==> src/rtl/banco_pkg.sv <==
// Shared types and default sizes for the register-file command sequencer.
//   NDef / WDef : default address width and data width
//   op_t        : command opcodes as seen on cmd_op
//   state_t     : sequencer FSM states
package banco_pkg;

  localparam int unsigned NDef = 6;
  localparam int unsigned WDef = 6;

  typedef enum logic [2:0] {
    OpNop  = 3'd0,
    OpLoad = 3'd1,
    OpMov  = 3'd2,
    OpAdd  = 3'd3,
    OpSub  = 3'd4,
    OpAnd  = 3'd5,
    OpXor  = 3'd6,
    OpClr  = 3'd7
  } op_t;

  typedef enum logic [1:0] {
    StIdle,
    StExec,
    StWrite,
    StClear
  } state_t;

endpackage

==> src/rtl/alu_banco.sv <==
// Combinational ALU for the register-file sequencer.
//   op  : operation (op_t)
//   a   : rs1 read data
//   b   : rs2 read data
//   imm : immediate used by LOAD
//   y   : result, W bits, wraps modulo 2**W
module alu_banco
  import banco_pkg::*;
#(
  parameter int unsigned W = WDef
) (
  input  op_t          op,
  input  logic [W-1:0] a,
  input  logic [W-1:0] b,
  input  logic [W-1:0] imm,
  output logic [W-1:0] y
);

  always_comb begin
    y = '0;
    unique case (op)
      OpLoad:  y = imm;
      OpMov:   y = a;
      OpAdd:   y = a + b;
      OpSub:   y = a - b;
      OpAnd:   y = a & b;
      OpXor:   y = a ^ b;
      // NOP and CLR never use the ALU output.
      OpNop:   y = '0;
      OpClr:   y = '0;
      default: y = '0;
    endcase
  end

endmodule

==> src/rtl/control_banco.sv <==
// Command sequencer in front of a 2-read/1-write register file.
// Accepts one command per handshake, reads sources (EXEC), writes back (WRITE),
// or sweeps every register 1..2**N-1 to zero (CLEAR).
//   clk, rst                     : clock, synchronous active-low reset
//   cmd_valid/cmd_ready          : command handshake (ready only in IDLE)
//   cmd_op/rd/rs1/rs2/imm        : command fields, captured at acceptance
//   rf_we, rf_addr_*, rf_data_in : register-file ports
//   rf_rs1, rf_rs2               : register-file read data
//   done                         : one-cycle completion pulse
//   result, zero                 : last completed value and its zero flag
module control_banco
  import banco_pkg::*;
#(
  parameter int unsigned N = NDef,
  parameter int unsigned W = WDef
) (
  input  logic         clk,
  input  logic         rst,
  input  logic         cmd_valid,
  output logic         cmd_ready,
  input  logic [2:0]   cmd_op,
  input  logic [N-1:0] cmd_rd,
  input  logic [N-1:0] cmd_rs1,
  input  logic [N-1:0] cmd_rs2,
  input  logic [W-1:0] cmd_imm,
  output logic         rf_we,
  output logic [N-1:0] rf_addr_rd,
  output logic [N-1:0] rf_addr_rs1,
  output logic [N-1:0] rf_addr_rs2,
  output logic [W-1:0] rf_data_in,
  input  logic [W-1:0] rf_rs1,
  input  logic [W-1:0] rf_rs2,
  output logic         done,
  output logic [W-1:0] result,
  output logic         zero
);

  localparam logic [N-1:0] CntLast = '1;
  localparam logic [N-1:0] CntPen  = {{(N-1){1'b1}}, 1'b0};

  state_t       state_q, state_d;
  op_t          op_q;
  logic [N-1:0] rd_q, rs1_q, rs2_q, cnt_q;
  logic [W-1:0] imm_q, alu_q, result_q, alu_y;
  logic         zero_q;
  // Holds cmd_ready low during reset and for the first cycle after release.
  logic         run_q;
  logic         accept;

  assign accept = cmd_valid && cmd_ready;

  alu_banco #(
    .W (W)
  ) u_alu (
    .op  (op_q),
    .a   (rf_rs1),
    .b   (rf_rs2),
    .imm (imm_q),
    .y   (alu_y)
  );

  always_ff @(posedge clk) begin
    if (!rst) begin
      state_q <= StIdle;
    end else begin
      state_q <= state_d;
    end
  end

  always_comb begin
    state_d = state_q;
    unique case (state_q)
      StIdle: begin
        if (accept) state_d = (op_t'(cmd_op) == OpClr) ? StClear : StExec;
      end
      StExec:  state_d = StWrite;
      StWrite: state_d = StIdle;
      StClear: begin
        if (cnt_q == CntLast) state_d = StIdle;
      end
      default: state_d = StIdle;
    endcase
  end

  always_comb begin
    cmd_ready  = 1'b0;
    rf_we      = 1'b0;
    rf_addr_rd = rd_q;
    rf_data_in = '0;
    done       = 1'b0;
    unique case (state_q)
      StIdle:  cmd_ready = run_q;
      StExec:  ;
      StWrite: begin
        rf_we      = (rd_q != '0) && (op_q != OpNop);
        rf_data_in = alu_q;
        done       = 1'b1;
      end
      StClear: begin
        rf_we      = 1'b1;
        rf_addr_rd = cnt_q;
        done       = (cnt_q == CntLast);
      end
      default: ;
    endcase
  end

  assign rf_addr_rs1 = rs1_q;
  assign rf_addr_rs2 = rs2_q;
  assign result      = result_q;
  assign zero        = zero_q;

  always_ff @(posedge clk) begin
    if (!rst) begin
      run_q    <= 1'b0;
      op_q     <= OpNop;
      rd_q     <= '0;
      rs1_q    <= '0;
      rs2_q    <= '0;
      imm_q    <= '0;
      cnt_q    <= '0;
      alu_q    <= '0;
      result_q <= '0;
      zero_q   <= 1'b0;
    end else begin
      run_q <= 1'b1;
      if (accept) begin
        op_q  <= op_t'(cmd_op);
        rd_q  <= cmd_rd;
        rs1_q <= cmd_rs1;
        rs2_q <= cmd_rs2;
        imm_q <= cmd_imm;
        cnt_q <= {{(N-1){1'b0}}, 1'b1};
      end
      // result/zero are loaded one edge early so they are valid alongside done.
      if (state_q == StExec) begin
        alu_q <= alu_y;
        if (op_q != OpNop) begin
          result_q <= alu_y;
          zero_q   <= (alu_y == '0);
        end
      end
      if (state_q == StClear) begin
        cnt_q <= cnt_q + 1'b1;
        if (cnt_q == CntPen) begin
          result_q <= '0;
          zero_q   <= 1'b1;
        end
      end
    end
  end

endmodule
==> config.mk <==
export PLATFORM = sky130hd
export DESIGN_NAME = control_banco
export DESIGN_NICKNAME = d
export VERILOG_FILES = /design/src/rtl/banco_pkg.sv /design/src/rtl/alu_banco.sv /design/src/rtl/control_banco.sv
export SDC_FILE = /design/constraint.sdc
export NUM_CORES = 1
export LEC_CHECK = 0
export ABC_AREA = 1
export BUFFER_PORTS_ARGS = -buffer_cell sky130_fd_sc_hd__buf_2
export CAP_MARGIN = 20
export CORE_AREA = 2 2 84 66
export CTS_BUF_LIST = sky130_fd_sc_hd__clkbuf_8
export DETAILED_ROUTE_END_ITERATION = 7
export DIE_AREA = 0 0 86 68
export GPL_TIMING_DRIVEN = 0
export PLACE_DENSITY = 0.82
export SLEW_MARGIN = 20
export SYNTH_ARGS = -nofsm -noshare
export SYNTH_HDL_FRONTEND = slang
export SYNTH_HIERARCHICAL = 1
export SYNTH_SLANG_ARGS = --single-unit
==> constraint.sdc <==
create_clock -name clk -period 3.9 [get_ports clk]
set_input_delay 0.39 -clock clk [delete_from_list [all_inputs] [get_ports clk]]
set_output_delay 0.39 -clock clk [all_outputs]
set_load 0.03 [all_outputs]
After elaboration in Yosys (flattened, before gate mapping)
Cells that the tools add are included.

storage, ports and cells
  register bits after elaboration = 49
  input bits = 42
  output and inout bits = 34
  logic and storage cells = 62

operators by class
  add/sub/neg operators = 3
  eq/ne operators = 15
  multiplexer cells = 21
  bitwise operators = 2
  reduce and logical (&&, ||, !) cells = 10

operators with widths
  operator             number
  $mux 6               8
  $pmux 6 s7           1
  $eq 3x3->1 const B   5
  $eq 6x6->1 const B   2
  $pmux 2 s4           1
  $add 6x1->6 const B  1
  $add 6x6->6          1
  $and 6x6->6          1
  $eq 3x2->1 const B   2
  $logic_not 6->1      1
  $mux 1               6
  $mux 2               3
  $reduce_bool 6->1    1
  $sub 6x6->6          1
  $xor 6x6->6          1
  $eq 2x2->1 const B   2
  $ne 2x2->1 const B   2
  $pmux 1 s2           2
  $eq 3x1->1 const B   1
  $logic_not 3->1      1
  $reduce_bool 3->1    1
  $eq 2x1->1 const B   1
  $logic_and 1x1->1    2
  $logic_not 2->1      1
  3 further kinds      3

Depth between registers and ports, before layout
Gate-level depths: netlist of run 1.

  word-level depth = 8
  gate-level depth with buffers = 21
  mapped depth without buffers = 21

Cells and area by module
The synthesis of run 1 kept the hierarchy.

by module, submodules not included
  module         times used  cells an instance  area an instance (um^2)  seq. area each (um^2)
  control_banco  1           273                2038.2                   980.9
  alu_banco      1           116                664.4                    0.0

Worst setup path after synthesis of run 1
No wires, ideal clock.

  path type = input -> register
  start = input rf_rs2[0]
  end = register zero_q (netlist: zero)
  setup time = 0.065 ns
  arrival = 2.288 ns
  data required time = 3.835 ns
  slack = 1.547 ns
  stages = 17
  buffers on the path = 0
  cells stage by stage = inv_1 > ha_1 > nand2_1 > o21ai_0 > fa_1 > inv_1 > nand2_1 > nand2_1 > a21oi_1 > or2_2 > nand3_1 > a21oi_1 > nor2_1 > nand3_1 > nor2_1 > nor2_1 > nor2_1

on the way
  longest elaborated chain between the ends = 7
  elaborated cells on any way between the ends = 10
  those cells by class = add/sub: 2; mux: 5; bitwise: 2; reduce/logical: 1

ends and longest elaborated chain
  item                                        RTL line                          RTL
  start: declaration                          control_banco.sv:32               input logic [W-1:0] rf_rs2,
  $sub 6x6->6 or $add 6x6->6 (tied branches)  alu_banco.sv:25, alu_banco.sv:24
  $pmux 6 s7 (*)                              alu_banco.sv:21                   unique case (op)
  net alu_y[4]                                control_banco.sv:44               logic [W-1:0] imm_q, alu_q, result_q, alu_y;
  $logic_not 6->1 (*)                         control_banco.sv:140              zero_q <= (alu_y == '0);
  $mux 1 (*)                                  control_banco.sv:138              if (op_q != OpNop) begin
  $mux 1 (*)                                  control_banco.sv:136              if (state_q == StExec) begin
  $mux 1                                      control_banco.sv:145              if (cnt_q == CntPen) begin
  $mux 1 (*)                                  control_banco.sv:143              if (state_q == StClear) begin
  end signal: assignment                      control_banco.sv:140
  end: declaration                            control_banco.sv:45               logic zero_q;

The timed path passes the listed nets; every way through them passes the cells marked *.
A chain may end at the register's enable or synchronous reset.

Worst setup path after layout of run 1
  start = register op_q[2]
  end = register zero_q (netlist: zero)

on the way
  longest elaborated chain between the ends = 8
  elaborated cells on any way between the ends = 16
  those cells by class = eq/ne: 7; mux: 5; reduce/logical: 4

ends and longest elaborated chain
  item                                           RTL line              RTL
  start: declaration                             control_banco.sv:42   op_t op_q;
  start signal: assignment                       control_banco.sv:116  op_q <= OpNop;
  start signal: assignment                       control_banco.sv:128  op_q <= op_t'(cmd_op);
  $eq 3x3->1 or $logic_not 3->1 (tied branches)  alu_banco.sv:21
  $reduce_or 2->1 (no source line)               --
  $pmux 6 s7 (*)                                 alu_banco.sv:21
  net alu_y[5]                                   control_banco.sv:44
  $logic_not 6->1 (*)                            control_banco.sv:140
  $mux 1 (*)                                     control_banco.sv:138
  $mux 1 (*)                                     control_banco.sv:136
  $mux 1                                         control_banco.sv:145
  $mux 1 (*)                                     control_banco.sv:143

Marked as above.

==> results of run 1 <==
==> sequential cells by signal (all words and copies together) (netlist names) <==
name / flops
alu_q: 6
cnt_q: 6
imm_q: 6
op_q: 3
rd_q: 6
result: 6
rf_addr_rs1: 6
rf_addr_rs2: 6
run_q: 1
state_q: 2
zero: 1
==> layout by cell type, fill, tap and decap left out, drive strengths merged <==
cell / count
a21oi: 53
a22oi: 3
a31oi: 4
and3: 1
buf: 84
clkbuf: 11
clkinvlp: 1
dfxtp: 49
fa: 1
ha: 14
inv: 45
nand2: 79
nand3: 49
nand3b: 1
nand4: 3
nor2: 31
nor3: 6
nor3b: 1
o2111ai: 1
o21ai: 25
o21bai: 3
o31ai: 1
or2: 3
xnor2: 1
xor2: 2
==> cell families (layout without fill, tap and decap cells) <==
| kind of cell | after synthesis | after routing | share of synthesized area [%] |
|---|---|---|---|
| xor gates and xnor gates | 3 | 3 | 0.972 |
| buffers and inverters | 58 | 141 | 8.66 |
| and+or+nand+nor | 174 | 174 | 29.2 |
| adders and majority gates | 15 | 15 | 7.22 |
| AOI/OAI and AO/OA | 90 | 90 | 17.6 |
| DFF | 49 | 49 | 36.3 |
==> power by group through the flow <==
stage               logic, mW  clock network (mW)  registers (mW)
CTS                     0.237               0.293           0.535
floorplan               0.150                   0           0.558
global placement        0.229                   0           0.546
finish                  0.239               0.286           0.535
detailed placement      0.235                   0           0.547
global route            0.269               0.309           0.539
==> worst paths after layout <==
| path | start | endpoint | slack [ns] | cells past startpoint |
|---|---|---|---|---|
| setup / recovery | op_q[2] | zero | 1.02 | 15 |
| hold / removal | rst | run_q | 0.30 | 1 |
| setup reg to reg | op_q[2] | zero | 1.02 | 15 |
| hold reg to reg | alu_q[0] | alu_q[0] | 0.46 | 2 |
==> critical path: stages, from the launching register on <==
cell and delay [ns]:
dfxtp_1 0.49, nand3_1 0.31, o21ai_0 0.44, inv_1 0.10, ha_1 0.29, nand2_1 0.07, nor3_1 0.18, nor2_1 0.08
nand3_1 0.07, nand3_1 0.07, a21oi_1 0.24, nor2_1 0.07, nand3_1 0.10, nor2_1 0.07, nor2_1 0.12, nor2_1 0.05
==> routing by layer <==
layer	global-route usage (%)	up-vias	wire (microns)
met5	0	-	0
met2	38.7	109	2980
met3	6.27	7	552
met4	4.96	0	58
met1	34.5	1295	3330
li1	-	1461	-
==> cell type report <==
cell class	instances	area, sq um
fillers	462	1850
multi-input cells	282	1490
flip-flops and latches	49	981
repair buffers	75	375
inverters	43	161
well taps	62	77.6
plain buffers	15	72.6
clock buffers	5	68.8
clock inverters	3	15.0
==> flow_metrics.py, run 1 <==
metrics = {
    "final_layout": {
        "drive_gt1_share_pct": 22.5,
        "final_cells": 534,
        "syn_to_final_growth_pct": 19.9,
        "final_area_sq_um": 3240,
        "antennaDiodeCount": 0,
        "nets": 528,
        "final_util_pct": 63.6,
    },
    "yosys": {
        "synth_edf_count": 0,
        "synth_top_area_cell": "dfxtp_1",
        "synthCells": 389,
        "synth.avg_cell_area_sq_um": 6.95,
        "synth_nets": 446,
        "synth_top_area_share_pct": 36.3,
        "synthTopCellsByArea": "dfxtp_1, nand2_1, a21oi_1",
        "synth_flop_cell": "dfxtp_1",
        "yosysWarnings": 6,
        "ys_seq_area_share_pct": 36.3,
        "synth.distinct_cells": 33,
        "async_flop_share_pct": 0,
        "ys_top_cells_by_count": "nand2_1, a21oi_1, dfxtp_1",
        "synth_area_sq_um": 2700,
        "synth_most_common_cell": "nand2_1",
        "synth_seq_cells": 49,
    },
    "sta": {
        "setup_viol": 0,
        "drv_slew": 0,
        "setup-tns-final_ns": 0,
        "fmax_mhz": 347,
        "tightest_slew_ns": 0.476,
        "rsz0062_at_grt": "no",
        "period_minus_slack_ns": 2.88,
        "maxSlewHeadroom_pct": 68.3,
        "skew_ns": 0.00491,
        "hold_violations": 0,
        "worst_slack_ns": 1.02,
        "fin_crit_sh_pct": 73.8,
        "hold_ws_ns": 0.296,
    },
    "global_routing": {
        "antenna_found_initial": 0,
        "grt_pass1_vias": 2551,
        "grtUsageTotal_pct": 24.7,
        "grt_max_degree": 15,
        "grt_overflow_total": 0,
        "grt_pass1_wl_microns": 11500,
    },
    "cts": {
        "postCtsResizedCells": 0,
        "holdBufCountCts": 0,
        "root_buffer": "clkbuf_8",
        "cts_setup_buffers": 0,
        "htree_levels": 2,
        "clk_path_buf_depth": 2,
        "numCtsBuffers": 5,
        "clk_latency_ns": 0.30,
        "clk_pin_slew_ns": 0.09,
        "clock_sink_count": 49,
        "tritoncts": "done",
    },
    "floorplan": {
        "core-area_sq_um": 5090,
        "io_pins": 76,
        "rows": 23,
        "initial_utilization_pct": 53.1,
        "die_w_microns": 86,
        "dieArea_sq_um": 5850,
        "die_y_microns": 68,
    },
    "drt": {
        "wirelength_microns": 6920,
        "drc_errors": 0,
        "dr_total_vias": 2872,
        "drt_iter0_markers": 232,
        "firstDrtPassIters": 5,
        "avgRoutedWirePerCell_microns": 13.0,
        "vias_per_cell": 5.38,
        "final_antenna_net_count": 0,
    },
    "place": {
        "dpl_worst_slack_ns": 1.13,
        "io_buffers": 75,
        "hpwl_microns": 5360,
        "dp.cells": 526,
        "dpl-instance-area_sq_um": 3160,
        "gp_congestion": 0.963,
    },
    "worst_setup_path": {
        "worstSetupEndpointType": "flop",
        "critPathMaxFanout": 8,
        "crit_arrival_ns": 3.06,
        "crit_type": "reg -> reg",
        "worst_setup_path_start_kind": "flop",
        "critPathRequiredTime_ns": 4.08,
    },
    "power": {
        "comb_power_share_pct": 22.5,
        "p_leak_nw": 1.51,
        "power.density_nw_per_um2": 327,
        "switching_share_pct": 31.2,
        "vdd_drop_max_v": 0.000211,
        "clock_power_share_pct": 27.0,
        "p_int_mw": 0.729,
        "seq_power_share_pct": 50.5,
        "power_mw": 1.06,
        "p_sw_mw": 0.331,
    },
    "worst_hold_path": {
        "hp-class": "in -> reg",
    },
    "run": {
        "cap_viol_max_count": 0,
    },
    "outcome": {
        "status": "finished, final reports clean",
    },
}
Note: power is estimated with default switching activity, not from simulation.
==> inputs of run 2 (changes only) <==
--- a/config.mk
+++ b/config.mk
@@ -8,12 +8,12 @@
 export ABC_AREA = 1
 export BUFFER_PORTS_ARGS = -buffer_cell sky130_fd_sc_hd__buf_2
 export CAP_MARGIN = 20
-export CORE_AREA = 2 2 84 66
+export CORE_AREA = 2 2 89 70
 export CTS_BUF_LIST = sky130_fd_sc_hd__clkbuf_8
 export DETAILED_ROUTE_END_ITERATION = 7
-export DIE_AREA = 0 0 86 68
+export DIE_AREA = 0 0 91 72
 export GPL_TIMING_DRIVEN = 0
-export PLACE_DENSITY = 0.82
+export PLACE_DENSITY = 0.77
 export SLEW_MARGIN = 20
 export SYNTH_ARGS = -nofsm -noshare
 export SYNTH_HDL_FRONTEND = slang
==> constraint.sdc (replaced) <==
create_clock -name clk -period 2.36 [get_ports clk]
set_input_delay 0.236 -clock clk [delete_from_list [all_inputs] [get_ports clk]]
set_output_delay 0.236 -clock clk [all_outputs]
set_load 0.03 [all_outputs]
==> flow_metrics.py, run 2 (synthesis gave the netlist of run 1 again) <==
metrics = {
    "sta": {
        "fmax_mhz": 433,
        "setup-tns-final_ns": 0,
        "tightest_slew_ns": 0.477,
        "maxSlewHeadroom_pct": 68.2,
        "rsz0062_at_grt": "yes",
        "drv_slew": 0,
        "setup_viol": 0,
        "skew_ns": 0.00349,
        "fin_crit_sh_pct": 97.9,
        "period_minus_slack_ns": 2.31,
        "hold_violations": 0,
    },
    "final_layout": {
        "final_util_pct": 61.9,
        "final_area_sq_um": 3490,
        "most-common-layout-cells": "buf_2, nand2_1, a21oi_1",
        "layout_commonest_cell": "buf_2",
        "nets": 534,
        "antennaDiodeCount": 0,
        "drive_gt1_share_pct": 28.9,
        "syn_to_final_growth_pct": 29.3,
    },
    "global_routing": {
        "grt_pass1_vias": 2609,
        "grt_max_degree": 15,
        "grt_pass1_wl_microns": 12000,
        "grtUsageTotal_pct": 22.4,
        "grt_overflow_total": 0,
        "antenna_found_initial": 0,
    },
    "cts": {
        "clock_sink_count": 49,
        "clk_pin_slew_ns": 0.09,
        "clk_latency_ns": 0.30,
        "root_buffer": "clkbuf_8",
        "tritoncts": "done",
        "clk_path_buf_depth": 2,
        "numCtsBuffers": 5,
        "htree_levels": 2,
    },
    "drt": {
        "drt_iter0_markers": 221,
        "final_antenna_net_count": 0,
        "wirelength_microns": 7360,
        "drc_errors": 0,
        "dr_total_vias": 2944,
        "firstDrtPassIters": 4,
        "vias_per_cell": 5.29,
        "avgRoutedWirePerCell_microns": 13.2,
    },
    "worst_setup_path": {
        "critPathBufInv": 4,
        "crit_arrival_ns": 2.49,
        "cpPeakStageDelay_ns": 0.37,
        "worst_setup_path_start_kind": "flop",
        "crit_type": "reg -> reg",
        "startpoint": "op_q[0]",
        "cp_slowest_cell": "dfxtp_4",
        "worstSetupEndpointType": "flop",
        "rr_startpoint": "op_q[0]",
        "critPathMaxFanout": 5,
        "critPathRequiredTime_ns": 2.54,
        "cp_top_family": "simple AND/OR/NAND/NOR gates",
        "crit_chain": "inv_6 -> nand3_4 -> nand2_2 -> xor2_1 -> inv_1 -> ha_4 -> nand2_2 -> inv_1 -> nand2_1 -> nand2_1 -> nor2_2 -> inv_1 -> nand2_1 -> nand3_1 -> a21oi_2 -> nor2_2 -> nand3_1 -> nor2_1 -> nor2_1 -> nor2_1",
    },
    "floorplan": {
        "dieArea_sq_um": 6550,
        "die_w_microns": 91,
        "core-area_sq_um": 5650,
        "initial_utilization_pct": 47.9,
        "io_pins": 76,
        "rows": 24,
        "die_y_microns": 72,
    },
    "worst_hold_path": {
        "hold_start": "rst",
        "hp-class": "in -> reg",
    },
    "power": {
        "power.density_nw_per_um2": 561,
        "clock_power_share_pct": 31.3,
        "switching_share_pct": 29.7,
        "p_sw_mw": 0.582,
        "p_leak_nw": 1.57,
        "seq_power_share_pct": 45.2,
        "power_mw": 1.96,
        "p_int_mw": 1.38,
        "comb_power_share_pct": 23.5,
        "vdd_drop_max_v": 0.000328,
    },
    "place": {
        "dpl-instance-area_sq_um": 3180,
        "hpwl_microns": 5500,
        "gp_congestion": 0.936,
        "io_buffers": 75,
    },
    "outcome": {
        "status": "finished, final reports clean",
    },
    "run": {
        "cap_viol_max_count": 0,
    },
}
## run 2: what timing repair did
item | CTS | global route
gates resized for setup | 16 | 23
pin swaps | 3 | 13
hold buffers | 0 | 0
buffers inserted | 4 | 2
setup endpoints to repair | 10 | 3
## run 2: final cells by class
cell class | count | area [sq um]
Fill cell | 544 | 2150
Timing Repair Buffer | 81 | 420
Sequential cell | 49 | 992
Multi-Input combinational cell | 282 | 1630
Clock buffer | 6 | 82.6
Clock inverter | 2 | 33.8
Buffer | 15 | 72.6
Tap cell | 78 | 97.6
Inverter | 43 | 169
## run 2: path summary, 6_finish.rpt
| kind | slack (ns) | end | depth (start not counted) |
|---|---|---|---|
| max | 0.05 | zero | 20 |
| min | 0.16 | run_q | 1 |
| min reg2reg | 0.47 | alu_q[5] | 2 |
| max reg2reg | 0.05 | zero | 20 |
## run 2: power by group through the flow
stage | registers, mW | logic [mW] | clock network, mW
CTS | 0.883 | 0.411 | 0.621
floorplan | 0.922 | 0.247 | 0
global placement | 0.902 | 0.381 | 0
global route | 0.890 | 0.513 | 0.656
finish | 0.885 | 0.461 | 0.614
detailed placement | 0.903 | 0.390 | 0
## run 2: stage by stage
stage	hold slack [ns]	cells	worst slack, ns
floorplan	0.264	389	0.0339
global placement	0.442	542	-0.365
detailed placement	0.452	542	-0.416
CTS	0.146	554	0.00285
global route	0.150	556	-0.147
finish	0.161	556	0.0486
## run 2: layer usage
layer	track usage, %	part of all wire (%)	vias to the layer above
li1	-	-	1480
met1	32.2	48	1342
met2	34.7	43	112
met3	5.19	8.3	10
met4	5.05	0.83	0
met5	0	0	-
